--- config.mk ---
export PLATFORM = sky130hd
export DESIGN_NAME = uart_tx_core_flat
export DESIGN_NICKNAME = d
export VERILOG_FILES = /design/src/rtl/uart_tx_if.sv /design/src/rtl/uart_tx_core.sv /design/src/flat_wrapper.sv
export SDC_FILE = /design/constraint.sdc
export NUM_CORES = 1
export LEC_CHECK = 0
export ABC_AREA = 1
export BUFFER_PORTS_ARGS = -buffer_cell sky130_fd_sc_hd__buf_2
export CORE_MARGIN = 2
export CORE_UTILIZATION = 30
export DETAILED_ROUTE_END_ITERATION = 7
export PLACE_DENSITY_LB_ADDON = 0.2
export SYNTH_ARGS = -nofsm -noshare
export SYNTH_HDL_FRONTEND = slang
export SYNTH_SLANG_ARGS = --single-unit
--- constraint.sdc ---
create_clock -name CLK -period 2 [get_ports CLK]
set_input_delay 0.3 -clock CLK [delete_from_list [all_inputs] [get_ports CLK]]
set_output_delay 0.3 -clock CLK [all_outputs]
set_load 0.02 [all_outputs]
--- src/rtl/uart_tx_if.sv ---
// UART transmitter request/line bundle.
// The master drives the word and frame configuration; the slave (the core) drives the line and status.
interface uart_tx_if #(
    parameter int unsigned DATA_WIDTH = 8
);

    logic [DATA_WIDTH-1:0] P_DATA;
    logic                  DATA_VALID;
    logic                  PAR_EN;
    logic                  PAR_TYP;
    logic                  TX_OUT;
    logic                  Busy;

    modport master (
        output P_DATA,
        output DATA_VALID,
        output PAR_EN,
        output PAR_TYP,
        input  TX_OUT,
        input  Busy
    );

    modport slave (
        input  P_DATA,
        input  DATA_VALID,
        input  PAR_EN,
        input  PAR_TYP,
        output TX_OUT,
        output Busy
    );

endinterface

--- src/rtl/uart_tx_core.sv ---
// UART frame serializer: one bit per clock cycle.
// A frame is a start bit, DATA_WIDTH data bits (LSB first), an optional parity bit, and a stop bit.
// The start bit appears on the same edge that accepts the request.
// A new request is taken while idle or during the stop bit, so frames can run back to back.
// Optional parity support is built in when the macro UART_TX_PARITY_EN is defined.
// Without it, PAR_EN and PAR_TYP are ignored.
module uart_tx_core #(
    parameter int unsigned DATA_WIDTH = 8
) (
    input  logic      CLK,
    input  logic      RST,
    uart_tx_if.slave  tx_if
);

    localparam int unsigned CNT_W = (DATA_WIDTH > 1) ? $clog2(DATA_WIDTH) : 1;
    localparam logic [CNT_W-1:0] LAST_BIT = CNT_W'(DATA_WIDTH - 1);

    typedef enum logic [2:0] {
        ST_IDLE   = 3'd0,
        ST_START  = 3'd1,
        ST_DATA   = 3'd2,
`ifdef UART_TX_PARITY_EN
        ST_PARITY = 3'd3,
`endif
        ST_STOP   = 3'd4
    } state_t;

    state_t                state_q;
    state_t                state_d;
    logic [CNT_W-1:0]      bit_cnt_q;
    logic [CNT_W-1:0]      bit_cnt_d;
    logic [DATA_WIDTH-1:0] data_q;
    logic [DATA_WIDTH-1:0] data_d;
    logic                  tx_out_q;
    logic                  tx_out_d;
    logic                  busy_q;
    logic                  busy_d;
    logic                  accept_c;

`ifdef UART_TX_PARITY_EN
    logic                  par_en_q;
    logic                  par_en_d;
    logic                  par_typ_q;
    logic                  par_typ_d;
    logic                  parity_bit_c;
`else
    logic                  unused_cfg;

    // Parity configuration has no effect in this build.
    assign unused_cfg = tx_if.PAR_EN ^ tx_if.PAR_TYP;
`endif

    // A request is only honoured when the line is idle or on its last (stop) bit.
    assign accept_c = tx_if.DATA_VALID && ((state_q == ST_IDLE) || (state_q == ST_STOP));

    // State register plus latched word/config and the registered line outputs.
    always_ff @(posedge CLK or posedge RST) begin
        if (RST) begin
            state_q   <= ST_IDLE;
            bit_cnt_q <= '0;
            data_q    <= '0;
            tx_out_q  <= 1'b1;
            busy_q    <= 1'b0;
`ifdef UART_TX_PARITY_EN
            par_en_q  <= 1'b0;
            par_typ_q <= 1'b0;
`endif
        end else begin
            state_q   <= state_d;
            bit_cnt_q <= bit_cnt_d;
            data_q    <= data_d;
            tx_out_q  <= tx_out_d;
            busy_q    <= busy_d;
`ifdef UART_TX_PARITY_EN
            par_en_q  <= par_en_d;
            par_typ_q <= par_typ_d;
`endif
        end
    end

    // Next-state, bit counter and capture of the word on acceptance.
    always_comb begin
        state_d   = state_q;
        bit_cnt_d = bit_cnt_q;
        data_d    = data_q;
`ifdef UART_TX_PARITY_EN
        par_en_d  = par_en_q;
        par_typ_d = par_typ_q;
`endif

        if (accept_c) begin
            data_d    = tx_if.P_DATA;
`ifdef UART_TX_PARITY_EN
            par_en_d  = tx_if.PAR_EN;
            par_typ_d = tx_if.PAR_TYP;
`endif
        end

        case (state_q)
            ST_IDLE: begin
                bit_cnt_d = '0;
                if (accept_c) begin
                    state_d = ST_START;
                end
            end
            ST_START: begin
                bit_cnt_d = '0;
                state_d   = ST_DATA;
            end
            ST_DATA: begin
                if (bit_cnt_q == LAST_BIT) begin
                    bit_cnt_d = '0;
`ifdef UART_TX_PARITY_EN
                    state_d   = par_en_q ? ST_PARITY : ST_STOP;
`else
                    state_d   = ST_STOP;
`endif
                end else begin
                    bit_cnt_d = bit_cnt_q + CNT_W'(1);
                end
            end
`ifdef UART_TX_PARITY_EN
            ST_PARITY: begin
                bit_cnt_d = '0;
                state_d   = ST_STOP;
            end
`endif
            ST_STOP: begin
                bit_cnt_d = '0;
                state_d   = accept_c ? ST_START : ST_IDLE;
            end
            default: begin
                bit_cnt_d = '0;
                state_d   = ST_IDLE;
            end
        endcase
    end

`ifdef UART_TX_PARITY_EN
    // Even parity is the XOR of the data bits; odd parity inverts it.
    assign parity_bit_c = (^data_d) ^ par_typ_d;
`endif

    // Line level and Busy for the state being entered, so they register on the same edge.
    always_comb begin
        tx_out_d = 1'b1;
        busy_d   = 1'b1;
        case (state_d)
            ST_IDLE: begin
                tx_out_d = 1'b1;
                busy_d   = 1'b0;
            end
            ST_START: begin
                tx_out_d = 1'b0;
            end
            ST_DATA: begin
                tx_out_d = data_d[bit_cnt_d];
            end
`ifdef UART_TX_PARITY_EN
            ST_PARITY: begin
                tx_out_d = parity_bit_c;
            end
`endif
            ST_STOP: begin
                tx_out_d = 1'b1;
            end
            default: begin
                tx_out_d = 1'b1;
                busy_d   = 1'b0;
            end
        endcase
    end

    assign tx_if.TX_OUT = tx_out_q;
    assign tx_if.Busy   = busy_q;

endmodule

--- src/flat_wrapper.sv ---
// flat-port wrapper written by rule: the top's interface ports become plain ports
module uart_tx_core_flat 
#(
    parameter int unsigned DATA_WIDTH = 8
)
  (CLK, RST, tx_if_P_DATA, tx_if_DATA_VALID, tx_if_PAR_EN, tx_if_PAR_TYP, tx_if_TX_OUT, tx_if_Busy);
  uart_tx_if #(.DATA_WIDTH(DATA_WIDTH)) tx_if_i ();
  input  logic CLK;
  input  logic RST;
  input wire logic [$bits(tx_if_i.P_DATA)-1:0] tx_if_P_DATA;
  input wire logic [$bits(tx_if_i.DATA_VALID)-1:0] tx_if_DATA_VALID;
  input wire logic [$bits(tx_if_i.PAR_EN)-1:0] tx_if_PAR_EN;
  input wire logic [$bits(tx_if_i.PAR_TYP)-1:0] tx_if_PAR_TYP;
  output wire logic [$bits(tx_if_i.TX_OUT)-1:0] tx_if_TX_OUT;
  output wire logic [$bits(tx_if_i.Busy)-1:0] tx_if_Busy;
  assign tx_if_i.P_DATA = tx_if_P_DATA;
  assign tx_if_i.DATA_VALID = tx_if_DATA_VALID;
  assign tx_if_i.PAR_EN = tx_if_PAR_EN;
  assign tx_if_i.PAR_TYP = tx_if_PAR_TYP;
  assign tx_if_TX_OUT = tx_if_i.TX_OUT;
  assign tx_if_Busy = tx_if_i.Busy;
  uart_tx_core #(.DATA_WIDTH(DATA_WIDTH)) u_core (.CLK(CLK), .RST(RST), .tx_if(tx_if_i));
endmodule
==> impl_results.html <==
<table>
<tr><th>Metric</th><th>Value</th></tr>
<tr><th colspan="2">Logic synthesis</th></tr>
<tr><td>Total of flip-flops plus latches after synthesis</td><td>16</td></tr>
<tr><td>Sequential element share of the synthesized area</td><td>0.521</td></tr>
<tr><td>Number of instances in the synthesized netlist</td><td>89</td></tr>
<tr><td>Distinct cell type count of the synthesized netlist</td><td>18</td></tr>
<tr><td>Adder-Cell Fraction of Synth Area</td><td>0.0325</td></tr>
<tr><td>Post-Synth XOR/XNOR Area</td><td>0</td></tr>
<tr><td>Combinational family with the most area after synthesis</td><td>simple AND/OR/NAND/NOR gates</td></tr>
<tr><td>Multiplexer share of the synthesized area</td><td>0</td></tr>
<tr><td>Number of warnings issued by yosys</td><td>0</td></tr>
<tr><td>Compound-gate portion of the synthesized area</td><td>0.0260</td></tr>
<tr><td>Simple-gate share of the synthesized area</td><td>0.325</td></tr>
<tr><td>Avg Synthesized Cell Area</td><td>approximately 8.7 µm²</td></tr>
<tr><td>Cell Area, Synth</td><td>just under 800 µm²</td></tr>
<tr><td>Synthesized Nets</td><td>104</td></tr>
<tr><th colspan="2">Run</th></tr>
<tr><td>Number of max-cap violations</td><td>0</td></tr>
<tr><th colspan="2">Final layout</th></tr>
<tr><td>Number of antenna cells inserted</td><td>0</td></tr>
<tr><td>Post-route core utilization</td><td>0.366</td></tr>
<tr><td>Fraction of final layout cells sized beyond drive strength 1</td><td>0.279</td></tr>
<tr><td>FF+latch area</td><td>between 400 and 500 µm²</td></tr>
<tr><td>Final net count</td><td>120</td></tr>
<tr><td>Relative area change from synthesis to final layout</td><td>16.7%</td></tr>
<tr><td>Combined area of the multi-input logic cells</td><td>between 200 and 300 µm²</td></tr>
<tr><td>Fillers</td><td>265</td></tr>
<tr><th colspan="2">GRT</th></tr>
<tr><td>Total global-route track usage</td><td>0.123</td></tr>
<tr><td>Initial antenna violation count</td><td>0</td></tr>
<tr><td>GR Overflow Total</td><td>0</td></tr>
<tr><td>Number of global-route vias before repair</td><td>between 600 and 700</td></tr>
<tr><td>Largest net degree at the start of global routing</td><td>17</td></tr>
<tr><td>Wire length of the first global-routing pass</td><td>2.55 mm</td></tr>
<tr><th colspan="2">Clock network</th></tr>
<tr><td>Clock root cell</td><td>clkbuf_4</td></tr>
<tr><td>Worst skew pair latency</td><td>around 0.28 ns</td></tr>
<tr><td>Number of buffers created by CTS</td><td>3</td></tr>
<tr><td>Depth of the CTS H-tree</td><td>1</td></tr>
<tr><td>Post-cts repair resize count</td><td>0</td></tr>
<tr><td>CTS max path bufs</td><td>2</td></tr>
<tr><td>Clock slew at the register clock pins of the worst setup and hold paths</td><td>~0.1 ns</td></tr>
<tr><td>CTS tree</td><td>built</td></tr>
<tr><td>Number of clock sinks</td><td>16</td></tr>
<tr><td>Hold bufs inserted after CTS</td><td>0</td></tr>
<tr><td>Post-CTS Setup Bufs</td><td>0</td></tr>
<tr><th colspan="2">Setup path</th></tr>
<tr><td>Worst EP arrival</td><td>1.83 ns</td></tr>
<tr><td>R2R cell count</td><td>10</td></tr>
<tr><td>Worst-path cell with the longest stage delay</td><td>dfrtp_1</td></tr>
<tr><td>Category of the most critical setup path</td><td>reg -&gt; reg</td></tr>
<tr><td>Kind of cell adding the most delay to the critical path</td><td>simple AND/OR/NAND/NOR gates</td></tr>
<tr><td>Crit path required time</td><td>2.22 ns</td></tr>
<tr><td>Crit path launch type</td><td>flop</td></tr>
<tr><td>List of cells traversed by the critical path</td><td>ha_1 -&gt; ha_1 -&gt; nor2_1 -&gt; nand3_2 -&gt; inv_2 -&gt; nand2_1 -&gt; nand3_1 -&gt; nand3_1 -&gt; nand3_1 -&gt; nand2_1</td></tr>
<tr><td>Launch point of the worst reg-to-reg path</td><td>u_core.bit_cnt_q[0]</td></tr>
<tr><td>Most frequent cell on the critical path</td><td>nand3_1</td></tr>
<tr><td>Nature of the critical path endpoint</td><td>flop</td></tr>
<tr><td>Worst path bufs/invs</td><td>1</td></tr>
<tr><td>Crit-path max cell delay</td><td>between 0.3 and 0.4 ns</td></tr>
<tr><td>WP depth</td><td>10</td></tr>
<tr><td>Worst-path fanout max</td><td>5</td></tr>
<tr><td>Reg-to-reg setup timing slack</td><td>around 0.39 ns</td></tr>
<tr><td>Endpoint of the worst register-to-register path</td><td>u_core.tx_if.TX_OUT</td></tr>
<tr><th colspan="2">Pwr</th></tr>
<tr><td>Fraction of power spent switching nets</td><td>0.400</td></tr>
<tr><td>Switching power</td><td>0.000508 W</td></tr>
<tr><td>Power share of the combinational group</td><td>0.435</td></tr>
<tr><td>Internal power</td><td>0.000764 W</td></tr>
<tr><td>Leakage power total</td><td>about 0.5 nW</td></tr>
<tr><td>Power per standard cell area</td><td>~1400 nW/µm²</td></tr>
<tr><td>Portion of total power attributed to sequential cells</td><td>0.400</td></tr>
<tr><td>Clock power share</td><td>0.165</td></tr>
<tr><td>Maximum VDD drop</td><td>roughly 0.5 mV</td></tr>
<tr><th colspan="2">Detailed routing</th></tr>
<tr><td>Wirelength per Cell</td><td>9.89 µm</td></tr>
<tr><td>Routed vias/inst</td><td>4.53</td></tr>
<tr><td>Number of remaining DRC errors</td><td>0</td></tr>
<tr><td>Pre-antenna DRT Iters</td><td>4</td></tr>
<tr><td>Starting DRC count in detailed routing</td><td>13</td></tr>
<tr><td>Total via count in the routed design</td><td>607</td></tr>
<tr><td>Detailed Route WL</td><td>1.33 mm</td></tr>
<tr><td>Remaining antenna violation count</td><td>0</td></tr>
<tr><th colspan="2">Timing</th></tr>
<tr><td>Setup total negative slack</td><td>0 ns</td></tr>
<tr><td>Final Hold Viols</td><td>0</td></tr>
<tr><td>Part of the cycle the worst path needs</td><td>0.807</td></tr>
<tr><td>Pin slew with the least headroom to its limit</td><td>about 0.6 ns</td></tr>
<tr><td>Final-report setup violation count</td><td>0</td></tr>
<tr><td>Post-layout min period</td><td>1.61 ns</td></tr>
<tr><td>Relative slew slack</td><td>0.601</td></tr>
<tr><td>RSZ-0062 raised after global routing</td><td>no</td></tr>
<tr><td>Max Clk Rate</td><td>approximately 620 MHz</td></tr>
<tr><td>Fin. max-slew vios</td><td>0</td></tr>
<tr><td>Final WS setup</td><td>between 0.3 and 0.4 ns</td></tr>
<tr><td>Worst clock skew on the final layout</td><td>about 0.0086 ns</td></tr>
<tr><th colspan="2">Floorplanning</th></tr>
<tr><td>Die Wd</td><td>about 55 µm</td></tr>
<tr><td>Die Outline Area</td><td>~3000 µm²</td></tr>
<tr><td>Cell row count</td><td>18</td></tr>
<tr><td>Starting Density</td><td>0.314</td></tr>
<tr><td>Count of boundary I/O pins</td><td>15</td></tr>
<tr><td>CORE AREA</td><td>around 2500 µm²</td></tr>
<tr><td>Die extent in y</td><td>between 50 and 60 µm</td></tr>
<tr><th colspan="2">Placement</th></tr>
<tr><td>Global placer's final weighted congestion</td><td>approximately 0.73</td></tr>
<tr><td>Worst setup timing slack at the placement stage</td><td>about 0.36 ns</td></tr>
<tr><td>Detailed Place HPWL</td><td>around 1.1 mm</td></tr>
<tr><td>Port Buffer Count</td><td>12</td></tr>
<tr><th colspan="2">Run status</th></tr>
<tr><td>Run status</td><td>finished clean</td></tr>
<tr><th colspan="2">Min path</th></tr>
<tr><td>Worst min-delay path category</td><td>in -&gt; async</td></tr>
</table>
-- cells in the final DEF, fill, tap and decap left out --
master     n
ha_1       2
inv_2      3
o21ai_0    1
nand3b_1   3
dfstp_2    1
clkbuf_4   3
nand2_2    3
nand3_1   15
o22ai_1    1
clkbuf_8   1
o21ai_2    1
nand3_2    1
nand2_4    1
nand2_1   21
nor2_1     3
clkinv_2   1
dfrtp_1   15
inv_1     14
buf_2     12
nor2_4     2
-- how the worst max path moves through the flow --
stage / start / endpoint
2_1_floorplan: u_core.bit_cnt_q[0] / u_core.tx_if.TX_OUT
3_3_place_gp: u_core.bit_cnt_q[0] / u_core.tx_if.TX_OUT
3_5_place_dp: u_core.bit_cnt_q[0] / u_core.tx_if.TX_OUT
4_1_cts: u_core.bit_cnt_q[0] / u_core.tx_if.TX_OUT
5_1_grt: u_core.bit_cnt_q[0] / u_core.tx_if.TX_OUT
6_report: u_core.bit_cnt_q[0] / u_core.tx_if.TX_OUT
-- synth_stat cells, drive strengths merged --
library cell | count | share of area
inv | 17 | 0.083
dfstp | 1 | 0.034
nand3b | 3 | 0.029
o22ai | 1 | 0.0081
clkinv | 1 | 0.0065
nand2 | 25 | 0.14
o21ai | 2 | 0.018
nand3 | 16 | 0.11
buf | 1 | 0.0065
dfrtp | 15 | 0.49
ha | 2 | 0.032
nor2 | 5 | 0.044
-- stage by stage --
step	power [W]	hold WS [ns]	area, µm²	instances
finish	0.00127	0.0629	900	134
global route	0.00140	0.131	900	134
CTS	0.00130	0.0869	900	134
detailed placement	0.00108	0.405	863	130
global placement	0.00108	0.412	863	130
floorplan	0.000955	0.213	771	89
-- worst register-to-register path: cells and delay by family (launching register included) --
family,cells,cell delay [ns]
fa+ha+maj,2,0.41
buf+inv,1,0.13
flops,1,0.38
simple gates,7,0.63
-- logic make-up after synthesis --
family          count (synthesis)
simple gates                   49
flops                          16
compound gates                  3
buf+inv                        19
fa+ha+maj                       2
-- routing by layer --
layer,global-route usage,wire (µm),vias up
met5,0,0,-
met4,0.0875,34,0
met3,0.0164,30,4
met2,0.196,631,8
met1,0.152,628,288
li1,-,-,307
-- flip-flops by register name (all words and copies together) (netlist names) --
register             cells
u_core.tx_if.TX_OUT      1
u_core.tx_if.Busy        1
u_core.bit_cnt_q         3
u_core.state_q           3
u_core.data_q            8
-- power by group through the flow --
stage	registers [W]	logic, W	clock network (W)
floorplan	0.000540	0.000415	0
global placement	0.000516	0.000559	0
detailed placement	0.000519	0.000565	0
CTS	0.000512	0.000568	0.000219
global route	0.000525	0.000641	0.000233
finish	0.000510	0.000553	0.000210
-- layout make-up --
type,instances,area share
inverter,18,0.0765
multi-input combinational,54,0.328
sequential,16,0.446
timing repair buffer,12,0.0668
tap,30,0.0417
clock buffer,4,0.0403
No activity file was read; power rests on OpenSTA's default activity.
